`src/rtl/hazard_pkg.sv`:
```
// Shared types and defaults for the branch hazard scoreboard and its per-operand matchers.
package hazard_pkg;

    localparam int FWD_RF         = 0;
    localparam int DEF_DEPTH      = 3;
    localparam int DEF_LOAD_READY = 2;
    localparam int DEF_ALU_READY  = 0;

    typedef struct packed {
        logic       valid;
        logic [4:0] rd;
        logic       reg_write;
        logic       is_load;
    } entry_t;

    // Select code 0 is the register file, k is stage k-1, so DEPTH+1 codes are needed.
    function automatic int sel_w(input int depth);
        return $clog2(depth + 1);
    endfunction

endpackage

```
`src/rtl/hazard_src_match.sv`:
```
// Youngest-producer search for one ID source operand, yielding a forward select or a stall request.
module hazard_src_match
    import hazard_pkg::*;
#(
    parameter int DEPTH      = DEF_DEPTH,
    parameter int LOAD_READY = DEF_LOAD_READY,
    parameter int ALU_READY  = DEF_ALU_READY,
    localparam int SEL_W     = sel_w(DEPTH)
) (
    input  logic                   i_rs_used,
    input  logic [4:0]             i_rs,
    input  entry_t [DEPTH-1:0]     i_entries,
    output logic [SEL_W-1:0]       o_sel,
    output logic                   o_stall
);

    logic w_found;
    logic w_load;
    int   w_idx;

    // Scan oldest to youngest so the lowest matching index is the one that survives.
    always_comb begin
        w_found = 1'b0;
        w_load  = 1'b0;
        w_idx   = 0;
        for (int k = DEPTH - 1; k >= 0; k--) begin
            if (i_entries[k].valid && i_entries[k].reg_write &&
                (i_entries[k].rd != 5'd0) && (i_entries[k].rd == i_rs) && i_rs_used) begin
                w_found = 1'b1;
                w_load  = i_entries[k].is_load;
                w_idx   = k;
            end
        end
    end

    always_comb begin
        o_sel   = SEL_W'(FWD_RF);
        o_stall = 1'b0;
        if (w_found) begin
            if (w_idx >= (w_load ? LOAD_READY : ALU_READY)) begin
                o_sel = SEL_W'(w_idx + 1);
            end else begin
                o_stall = 1'b1;
            end
        end
    end

endmodule

```
`src/rtl/branch_hazard_scoreboard.sv`:
```
// In-flight destination tracker for the ID stage: forwarding selects, load-use stall and statistics.
module branch_hazard_scoreboard
    import hazard_pkg::*;
#(
    parameter int NUM_SRC    = 2,
    parameter int DEPTH      = DEF_DEPTH,
    parameter int LOAD_READY = DEF_LOAD_READY,
    parameter int ALU_READY  = DEF_ALU_READY,
    parameter int CNT_W      = 16,
    localparam int SEL_W     = sel_w(DEPTH)
) (
    input  logic                     i_clk,
    input  logic                     i_rst,
    input  logic [NUM_SRC*5-1:0]     i_id_rs,
    input  logic [NUM_SRC-1:0]       i_id_rs_used,
    input  logic                     i_issue_valid,
    input  logic [4:0]               i_issue_rd,
    input  logic                     i_issue_reg_write,
    input  logic                     i_issue_is_load,
    input  logic                     i_advance,
    input  logic                     i_flush,
    output logic [NUM_SRC*SEL_W-1:0] o_fwd_sel,
    output logic                     o_stall,
    output logic [CNT_W-1:0]         o_stall_cycles,
    output logic [CNT_W-1:0]         o_fwd_events
);

    logic [DEPTH-1:0]            r_valid;
    logic [DEPTH-1:0][4:0]       r_rd;
    logic [DEPTH-1:0]            r_reg_write;
    logic [DEPTH-1:0]            r_is_load;
    logic [CNT_W-1:0]            r_stall_cnt;
    logic [CNT_W-1:0]            r_fwd_cnt;

    entry_t [DEPTH-1:0]          w_entries;
    logic   [DEPTH-1:0]          w_valid_sq;
    logic   [NUM_SRC-1:0][SEL_W-1:0] w_sel;
    logic   [NUM_SRC-1:0]        w_src_stall;
    logic                        w_stall;
    logic                        w_issue;
    logic                        w_fwd_any;

    function automatic logic [CNT_W-1:0] sat_inc(input logic [CNT_W-1:0] v);
        return (&v) ? v : v + CNT_W'(1);
    endfunction

    always_comb begin
        for (int k = 0; k < DEPTH; k++) begin
            w_entries[k].valid     = r_valid[k];
            w_entries[k].rd        = r_rd[k];
            w_entries[k].reg_write = r_reg_write[k];
            w_entries[k].is_load   = r_is_load[k];
        end
    end

    for (genvar n = 0; n < NUM_SRC; n++) begin : g_src
        hazard_src_match #(
            .DEPTH      (DEPTH),
            .LOAD_READY (LOAD_READY),
            .ALU_READY  (ALU_READY)
        ) u_match (
            .i_rs_used (i_id_rs_used[n]),
            .i_rs      (i_id_rs[5*n +: 5]),
            .i_entries (w_entries),
            .o_sel     (w_sel[n]),
            .o_stall   (w_src_stall[n])
        );
    end

    assign w_stall   = |w_src_stall;
    assign o_stall   = w_stall & ~i_rst;
    assign o_fwd_sel = (w_stall || i_rst) ? '0 : w_sel;
    assign w_fwd_any = |o_fwd_sel;
    assign w_issue   = i_issue_valid & ~w_stall & ~i_flush;

    // A flushed stage-0 entry is squashed before it moves on, so it never reaches stage 1.
    always_comb begin
        w_valid_sq    = r_valid;
        w_valid_sq[0] = r_valid[0] & ~i_flush;
    end

    // Stage boundary: ID -> stage 0, stage k-1 -> stage k
    always_ff @(posedge i_clk or posedge i_rst) begin
        if (i_rst) begin
            r_valid <= '0;
        end else if (i_advance) begin
            for (int k = 1; k < DEPTH; k++) begin
                r_valid[k] <= w_valid_sq[k-1];
            end
            r_valid[0] <= w_issue;
        end else if (i_flush) begin
            r_valid[0] <= 1'b0;
        end
    end

    always_ff @(posedge i_clk) begin
        if (i_advance) begin
            for (int k = 1; k < DEPTH; k++) begin
                r_rd[k]        <= r_rd[k-1];
                r_reg_write[k] <= r_reg_write[k-1];
                r_is_load[k]   <= r_is_load[k-1];
            end
            r_rd[0]        <= i_issue_rd;
            r_reg_write[0] <= i_issue_reg_write;
            r_is_load[0]   <= i_issue_is_load;
        end
    end

    always_ff @(posedge i_clk or posedge i_rst) begin
        if (i_rst) begin
            r_stall_cnt <= '0;
            r_fwd_cnt   <= '0;
        end else begin
            if (w_stall && i_advance) begin
                r_stall_cnt <= sat_inc(r_stall_cnt);
            end
            if (i_issue_valid && i_advance && !w_stall && w_fwd_any) begin
                r_fwd_cnt <= sat_inc(r_fwd_cnt);
            end
        end
    end

    assign o_stall_cycles = r_stall_cnt;
    assign o_fwd_events   = r_fwd_cnt;

endmodule

```
`config.mk`:
```
export PLATFORM = sky130hd
export DESIGN_NAME = branch_hazard_scoreboard
export DESIGN_NICKNAME = d
export VERILOG_FILES = /design/src/rtl/hazard_pkg.sv /design/src/rtl/hazard_src_match.sv /design/src/rtl/branch_hazard_scoreboard.sv
export SDC_FILE = /design/constraint.sdc
export NUM_CORES = 1
export LEC_CHECK = 0
export ABC_CLOCK_PERIOD_IN_PS = 8430
export CORE_MARGIN = 3
export CORE_UTILIZATION = 56
export CTS_CLUSTER_SIZE = 12
export DETAILED_ROUTE_END_ITERATION = 6
export PLACE_DENSITY = 0.86
export SLEW_MARGIN = 20
export SYNTH_ARGS = -nofsm -noshare
export SYNTH_HDL_FRONTEND = slang
export SYNTH_SLANG_ARGS = --single-unit
```
`constraint.sdc`:
```
create_clock -name i_clk -period 8.43 [get_ports i_clk]
set_input_delay 0.843 -clock i_clk [delete_from_list [all_inputs] [get_ports i_clk]]
set_output_delay 0.843 -clock i_clk [all_outputs]
set_load 0.005 [all_outputs]
```
## Word-level counts from Yosys, hierarchy flattened

Index checks and enable logic that the tools add are counted.

- Eq/ne operators: 6
- Magnitude comparators: 2
- Bitwise operators: 9
- Reductions and logical operators: 34
- Multiplexer cells: 31
- $add $sub $neg: 4

Operators by type and width:

| kind | count |
|---|---|
| $ge A3 B32 Y1 | 2 |
| $add A16 B1 Y16 const B | 2 |
| $reduce_and A16 Y1 | 2 |
| $eq A5 B5 Y1 | 6 |
| $mux W2 | 12 |
| $logic_and A1 B1 Y1 | 22 |
| $mux W1 | 18 |
| $reduce_bool A5 Y1 | 3 |
| $not A1 Y1 | 5 |
| $add A2 B1 Y2 const B | 2 |
| $and A1 B1 Y1 | 4 |
| $mux W4 | 1 |
| $reduce_and A2 Y1 | 2 |
| $reduce_or A4 Y1 | 1 |
| $reduce_bool A2 Y1 | 1 |
| $reduce_or A2 Y1 | 1 |
| $logic_not A1 Y1 | 1 |
| $logic_or A1 B1 Y1 | 1 |

- Input bits: 24
- Output and inout port bits: 37
- Register bits after elaboration: 56
- Word-level logic and storage cells: 95

## Logic depth before layout (Yosys ltp)

Gate-level depths: netlist of the first run.

- Depth in word-level cells: 17
- Mapped depth: 13
- Mapped depth without buffers: 12

## Modules after synthesis

From an unflattened synthesis of the first run, not the netlist that was laid out.

- Cell total of the unflattened synthesis: 266
- Area, all modules: 2934.1 µm²

By module, submodules not included:

| module | times used | seq. area each (µm²) | area each (µm²) | cells an instance |
|---|---|---|---|---|
| branch_hazard_scoreboard | 1 | 1506.4 | 2285.9 | 174 |
| hazard_src_match | 2 | 0.0 | 324.1 | 46 |

## Worst setup path before layout of the first run

No wires, ideal clock.

- Path kind: input to output
- From: input port i_id_rs[7]
- To: output port o_fwd_sel[1]
- Stages: 9
- Path buffers: 0
- Required time: 7587 ps
- Data arrival time: 3227 ps
- Slack: 4360 ps
- Cell sequence: xor2_1 nor4_1 nand4_1 mux2_2 ha_1 nor2b_1 a22oi_2 nand2_1 a2111oi_0

- Cells in the longest elaborated chain, start to end: 13
- Elaborated cells on any way between the ends: 25
- Those cells by class: order compare: 1; eq/ne: 3; mux: 13; reduce/logical: 8

RTL lines:

| what | RTL line | source |
|---|---|---|
| from (decl) | branch_hazard_scoreboard.sv:14 | `input logic [NUM_SRC*5-1:0] i_id_rs,` |
| $eq A5 B5 Y1 | hazard_src_match.sv:28 | `(i_entries[k].rd != 5'd0) && (i_entries[k].rd == i_rs) && i_rs_used) begin` |
| $logic_and A1 B1 Y1 (2 in series) | hazard_src_match.sv:28 |  |
| $mux W1 (3 in series) | hazard_src_match.sv:27 | `if (i_entries[k].valid && i_entries[k].reg_write &&` |
| $mux W2 | hazard_src_match.sv:40 | `if (w_idx >= (w_load ? LOAD_READY : ALU_READY)) begin` |
| $ge A3 B32 Y1 | hazard_src_match.sv:40 |  |
| $mux W1 | hazard_src_match.sv:40 |  |
| $mux W1 (*) | hazard_src_match.sv:39 | `if (w_found) begin` |
| $reduce_or A2 Y1 (*) | branch_hazard_scoreboard.sv:70 | `assign w_stall = \|w_src_stall;` |
| $logic_or A1 B1 Y1 (*) | branch_hazard_scoreboard.sv:72 | `assign o_fwd_sel = (w_stall \|\| i_rst) ? '0 : w_sel;` |
| $mux W4 (*) | branch_hazard_scoreboard.sv:72 |  |
| to (decl) | branch_hazard_scoreboard.sv:22 | `output logic [NUM_SRC*SEL_W-1:0] o_fwd_sel,` |

Every way passes the cells marked *; elsewhere a longest branch is shown, timed or not.

## Worst setup path in the final report of the first run

- From: input port i_id_rs[5]
- To: output port o_fwd_sel[2]

- Cells in the longest elaborated chain, start to end: 13
- Elaborated cells on any way between the ends: 28
- Those cells by class: add/sub: 1; order compare: 1; eq/ne: 3; mux: 15; reduce/logical: 8

RTL lines:

| what | RTL line |
|---|---|
| $eq A5 B5 Y1 | hazard_src_match.sv:28 |
| $logic_and A1 B1 Y1 (2 in series) | hazard_src_match.sv:28 |
| $mux W1 (3 in series) | hazard_src_match.sv:27 |
| $mux W2 | hazard_src_match.sv:40 |
| $ge A3 B32 Y1 | hazard_src_match.sv:40 |
| $mux W1 | hazard_src_match.sv:40 |
| $mux W1 | hazard_src_match.sv:39 |
| $reduce_or A2 Y1 | branch_hazard_scoreboard.sv:70 |
| $logic_or A1 B1 Y1 | branch_hazard_scoreboard.sv:72 |
| $mux W4 (*) | branch_hazard_scoreboard.sv:72 |

Marked as above.

==> out/qor.yml, run 1 <==
status: "finished clean"
met1_length_mm: 3.12
post-route-util_pct: 73.6
async_flop_share_pct: 62.5
fill_cells: 376
yosysSeqAreaShare_pct: 49.5
hpwl_mm: 5.35
design_area_um2: 3810
avgRoutedWirePerCell_um: 17.2
cts_tree: "built"
place_congestion: 0.881
postCtsHoldBufs: 0
core.rowCount: 26
period_share_pct: 67.0
core_area_um2: 5170
power_density_nw_per_um2: 133
finalNonFillerCells: 409
clockBufferDepth: 2
worst_pin_slew_ns: 0.763
antenna_found_initial: 0
clk_latency_ns: 0.32
synthFlopType: "dfrtp_1"
cts_root_buffer: "clkbuf_8"
rsz0062_at_grt: "no"
maxSlewHeadroom_pct: 48.7
drv_cap: 0
htree_levels: 2
io_pins: 61
vias: 2383
dr.pass1.iters: 4
vias_per_cell: 5.83
crit_type: "in -> out"
grt_overflow: 0
syn_to_final_growth_pct: 25.1
finClkSkew_ns: 0.00383
synth.distinct_cells: 47
rrSetupSlack_ns: 4.47
synthCells: 274
ctsResizeCount: 0
grt_pass1_vias: 2340
final_cell_mix: "clkdlybuf4s50_1, dfrtp_1, xor2_1"
fmax_mhz: 177
synth-seq-cells: 56
die_w_um: 79.7
cts.clk_slew.worst_paths_ns: 0.10
post-cts-setup-buffers: 0
nNetsFinal: 365
period_minus_slack_ns: 5.65
design.die.area_um2: 6360
highest_layer: "met4"
worst-endpoint-arrival_ns: 4.81
numClockSinks: 56
setup_viol: 0
start_util_pct: 58.9
hold_viol_final: 0
post-place-ws_ns: 2.82
mostFrequentLayoutCell: "clkdlybuf4s50_1"
crit_path_start_kind: "input pin"
drive_gt1_share_pct: 7.67
drc: 0
grt_max_degree: 36
setup_tns_ns: 0
total_power_uw: 506
place_area_um2: 3720
drt_wl_total_mm: 7.03
placedCellCount: 401
synth_edf_count: 21
postRouteAntennaNets: 0
layout_setup_ws_ns: 2.78
cp.required_ns: 7.59
diodes: 0
grt_pass1_wl_mm: 11.5
io_buffers: 60
hold_path_class: "reg -> reg"
die_h_um: 79.7
ys_warn_count: 0
drt_iter0_markers: 306
syn_avg_cell_area_um2: 11.1
maxSlewViolCount: 0
peakVddDrop_mv: 0.150
power_leakage_nw: 1.57
path_max_fanout: 5
wl_met3_um: 389
whs_ns: 0.496
cts_buffers: 5
end_kind: "output pin"
grt_usage_pct: 23.5
route.met2.wl_mm: 3.42
syn-cell-area_um2: 3040
synth_nets: 301
## cells by family after synthesis
| family | count (synthesis) | synth area share [%] |
|---|---|---|
| AND/OR/NAND/NOR | 117 | 21.7 |
| XOR/XNOR | 59 | 17.0 |
| flip-flops | 56 | 49.5 |
| AO/OA/AOI/OAI | 22 | 6.91 |
| buffers and inverters | 12 | 1.89 |
| multiplexers | 5 | 1.85 |
| adder cells (fa/ha/maj) | 3 | 1.23 |
## worst paths after layout
check	startpoint	to	cells past startpoint
min in group asynchronous	i_rst	r_valid[0]$_DFFE_PP0P_	3
worst max register to register	r_rd[2]$_DFFE_PP_	o_fwd_events[1]$_DFFE_PP0P_	10
max in group asynchronous	i_rst	o_stall_cycles[4]$_DFFE_PP0P_	3
worst min-delay path	o_fwd_events[9]$_DFFE_PP0P_	o_fwd_events[9]$_DFFE_PP0P_	1
worst min register to register	o_fwd_events[9]$_DFFE_PP0P_	o_fwd_events[9]$_DFFE_PP0P_	1
worst max-delay path	i_id_rs[5]	o_fwd_sel[2]	11
## cell type report
class	instances	area, um2	share of cell area, %
clock buffers	5	68.8	1.81
clock inverters	3	22.5	0.592
inverters	7	26.3	0.690
multi-input cells	206	1480	38.9
flip-flops and latches	56	1510	39.6
well taps	70	87.6	2.30
repair buffers	62	616	16.2
## cell usage after synthesis, drive strengths merged (2+ instances only)
library cell	number	area (um2)
edfxtp	21	631
inv	7	26.3
or4	5	41.3
and3	8	50.1
nor2b	2	12.5
a21oi	2	10.0
nand2	18	67.6
mux2	5	56.3
dfrtp	35	876
nand3	15	75.1
ha	3	37.5
buf	3	23.8
nor2	11	41.3
o211ai	4	30.0
or2	3	18.8
nand4	13	81.3
nand2b	3	18.8
xnor2	26	228
clkbuf	2	7.51
nor3	19	105
xor2	33	289
and2	2	12.5
and4	3	26.3
nor4	10	62.6
a2111oi	3	45.1
o21ai	3	15.0
## registers in the layout, indices dropped and copies added (netlist names)
| register | count |
|---|---|
| o_fwd_events | 16 |
| o_stall_cycles | 16 |
| r_is_load | 3 |
| r_rd | 15 |
| r_reg_write | 3 |
| r_valid | 3 |
## per-layer routing
| layer | up-vias | GRT usage, % |
|---|---|---|
| met5 | - | 0 |
| met2 | 81 | 37.6 |
| li1 | 1141 | - |
| met1 | 1150 | 32.2 |
| met4 | 0 | 7.26 |
| met3 | 11 | 4.74 |
## worst max-delay path, cell delays in order
cell,delay [ns]
clkdlybuf4s50_1,0.50
xor2_1,0.20
nor4_1,0.68
nand4_1,0.32
mux2_2,0.35
ha_1,0.22
nor2b_1,0.17
a22oi_2,0.27
nand2_1,0.18
a2111oi_0,0.47
clkdlybuf4s50_1,0.60
## where the power goes
group	internal (mW)	switching [mW]	leakage (nW)	total [mW]
Clock	0.0598	0.0946	0.0485	0.154
Sequential	0.293	0.0109	0.672	0.304
Combinational	0.0243	0.0235	0.851	0.0478
Power figures use the tool's default switching activity.
==> run 2, diff against run 1 <==
--- a/config.mk
+++ b/config.mk
@@ -5,12 +5,12 @@
 export SDC_FILE = /design/constraint.sdc
 export NUM_CORES = 1
 export LEC_CHECK = 0
-export ABC_CLOCK_PERIOD_IN_PS = 8430
+export ABC_CLOCK_PERIOD_IN_PS = 5000
 export CORE_MARGIN = 3
-export CORE_UTILIZATION = 56
+export CORE_UTILIZATION = 47
 export CTS_CLUSTER_SIZE = 12
 export DETAILED_ROUTE_END_ITERATION = 6
-export PLACE_DENSITY = 0.86
+export PLACE_DENSITY = 0.77
 export SLEW_MARGIN = 20
 export SYNTH_ARGS = -nofsm -noshare
 export SYNTH_HDL_FRONTEND = slang
==> constraint.sdc (replaced) <==
create_clock -name i_clk -period 5 [get_ports i_clk]
set_input_delay 0.5 -clock i_clk [delete_from_list [all_inputs] [get_ports i_clk]]
set_output_delay 0.5 -clock i_clk [all_outputs]
set_load 0.005 [all_outputs]
==> run 2 against run 1 <==
Via count decreased by 2.3%. Design area increased by 0.62%. Clock-buffer cell count unchanged. Sequential share of layout area decreased by 0.25 points. Setup slack got worse by 2.5 ns. Non-clock buffer count increased by 2. Clock skew increased by 0.0078 ns. Worst hold slack improved by 0.0054 ns. Combinational power increased by 67%. Critical path type is now reg -> out. Largest cell class unchanged. Largest power group unchanged.
==> out/qor.yml, run 2 (synthesis results as in run 1) <==
switchingPower_uw: 215
drt_wl_total_mm: 6.85
cp.required_ns: 4.50
clock_power_share_pct: 30.3
crit_family: "simple AND/OR/NAND/NOR gates"
maxSlewViolCount: 0
design_area_um2: 3830
cts_tree: "built"
grt_pass1_vias: 2400
final_cell_mix: "clkdlybuf4s50_1, dfrtp_1, xor2_1"
clockBufferDepth: 2
maxSlewHeadroom_pct: 50.5
crit_top_cell: "nand2_1"
design.die.area_um2: 7480
finalNonFillerCells: 416
worst_pin_slew_ns: 0.742
crit_path_top_delay_cell: "clkdlybuf4s50_1"
place_congestion: 0.919
avgRoutedWirePerCell_um: 16.5
syn_to_final_growth_pct: 25.9
drv_cap: 0
fmax_mhz: 210
peakVddDrop_mv: 0.156
place_area_um2: 3740
status: "finished clean"
hold_viol_final: 0
cts_root_buffer: "clkbuf_8"
intPower_uw: 635
vias_per_cell: 5.60
cp_cell_sequence: "or4_1, o211ai_1, nor4_1, buf_4, nand2_1, o21ai_0, mux2_2, ha_1, nor2b_1, a22oi_2, nand2_1, a2111oi_0, clkdlybuf4s50_1"
vias: 2329
power_frac_seq_pct: 60.3
mostFrequentLayoutCell: "clkdlybuf4s50_1"
post-route-util_pct: 62.8
critPathMaxStageDelay_ns: 0.61
crit_path_start_kind: "register"
nNetsFinal: 367
period_minus_slack_ns: 4.75
period_share_pct: 95.0
start_util_pct: 49.9
fill_cells: 526
drc: 0
core_area_um2: 6100
cts_buffers: 5
drive_gt1_share_pct: 8.21
end_kind: "output pin"
finClkSkew_ns: 0.0116
placedCellCount: 408
io_pins: 61
htree_levels: 2
worst-endpoint-arrival_ns: 4.25
crit_type: "reg -> out"
power_density_nw_per_um2: 222
grt_max_degree: 36
antenna_found_initial: 0
grt_pass1_wl_mm: 11.7
cts.clk_slew.worst_paths_ns: 0.11
setup_viol: 0
layout_setup_ws_ns: 0.249
postRouteAntennaNets: 0
io_buffers: 60
cp_num_buf_inv: 2
power_leakage_nw: 1.57
rrSetupSlack_ns: 1.04
die_w_um: 86.5
numClockSinks: 56
clk_latency_ns: 0.32
switching_share_pct: 25.3
hpwl_mm: 5.17
core.rowCount: 28
drt_iter0_markers: 126
grt_overflow: 0
diodes: 0
grt_usage_pct: 19.8
path_max_fanout: 5
die_h_um: 86.5
post-place-ws_ns: 0.301
total_power_uw: 850
power.share.combinational_pct: 9.4
dr.pass1.iters: 4
hold_path_class: "reg -> reg"
## run 2: cell types whose count changed in the layout (fill, tap and decap cells not counted), sizes merged
cell and delta:
buf +2, clkinv -1, clkinvlp +2, inv -1
## run 2: layer usage
metal	GRT usage, %	routed length [um]	share of wire (%)	vias to the layer above
met5	0	0	0	-
met1	27.8	3090	45	1112
met4	6.66	118	1.7	0
met3	4.66	414	6.0	12
met2	30.2	3230	47	69
li1	-	-	-	1136
## run 2: area by class of cell
class | count | area (um2) | share of cell area [%]
tap | 75 | 93.8 | 2.45
sequential | 56 | 1510 | 39.3
inverter | 7 | 26.3 | 0.686
timing repair buffer | 64 | 631 | 16.5
clock buffer | 5 | 68.8 | 1.80
clock inverter | 3 | 23.8 | 0.621
multi-input combinational | 206 | 1480 | 38.7
## run 2: power groups by stage
stage	sequential [mW]	clock (mW)	combinational (mW)
floorplan	0.516	0	0.0408
global route	0.515	0.282	0.0876
detailed placement	0.522	0	0.0799
finish	0.513	0.258	0.0796
CTS	0.513	0.263	0.0802
global placement	0.522	0	0.0784
## run 2: stage by stage
step | TNS, ns | hold slack (ns)
finish | 0 | 0.501
global route | -0.00529 | 0.523
CTS | 0 | 0.508
detailed placement | 0 | 0.490
global placement | 0 | 0.471
floorplan | 0 | 0.461
## run 2: worst paths after layout
| kind | startpoint | endpoint | depth (start not counted) |
|---|---|---|---|
| setup / recovery | r_rd[5]$_DFFE_PP_ | o_fwd_sel[1] | 13 |
| hold / removal | o_fwd_events[15]$_DFFE_PP0P_ | o_fwd_events[15]$_DFFE_PP0P_ | 1 |
| setup reg to reg | r_rd[5]$_DFFE_PP_ | o_fwd_events[1]$_DFFE_PP0P_ | 13 |
| hold reg to reg | o_fwd_events[15]$_DFFE_PP0P_ | o_fwd_events[15]$_DFFE_PP0P_ | 1 |
| max in group asynchronous | i_rst | o_fwd_events[1]$_DFFE_PP0P_ | 3 |
| min in group asynchronous | i_rst | o_fwd_events[12]$_DFFE_PP0P_ | 3 |
## run 2: timing repair
| item | 4_1_cts | 5_1_grt |
|---|---|---|
| endpoints found under the hold margin | 0 | 0 |
| hold buffers | 0 | 0 |
| setup buffers | 0 | 0 |
| gates resized for setup | 0 | 1 |
| setup endpoints to repair | 0 | 1 |
## run 2: worst register-to-register path, cell delays in order, from the launching register on
cell,delay (ns)
edfxtp_1,0.48
or4_1,0.58
o211ai_1,0.26
nor4_1,0.11
buf_4,0.15
nand2_1,0.05
o21ai_0,0.08
mux2_2,0.28
ha_1,0.22
nor2b_1,0.16
a22oi_2,0.28
nand3_1,0.47
nor2_1,0.35
mux2_1,0.35
==> run 3, diff against run 2 <==
--- a/config.mk
+++ b/config.mk
@@ -11,7 +11,6 @@
 export CTS_CLUSTER_SIZE = 12
 export DETAILED_ROUTE_END_ITERATION = 6
 export PLACE_DENSITY = 0.77
-export SLEW_MARGIN = 20
 export SYNTH_ARGS = -nofsm -noshare
 export SYNTH_HDL_FRONTEND = slang
 export SYNTH_SLANG_ARGS = --single-unit
==> results of run 3 <==
Same layout as run 2: the final DEF is identical, and so are final timing and power.
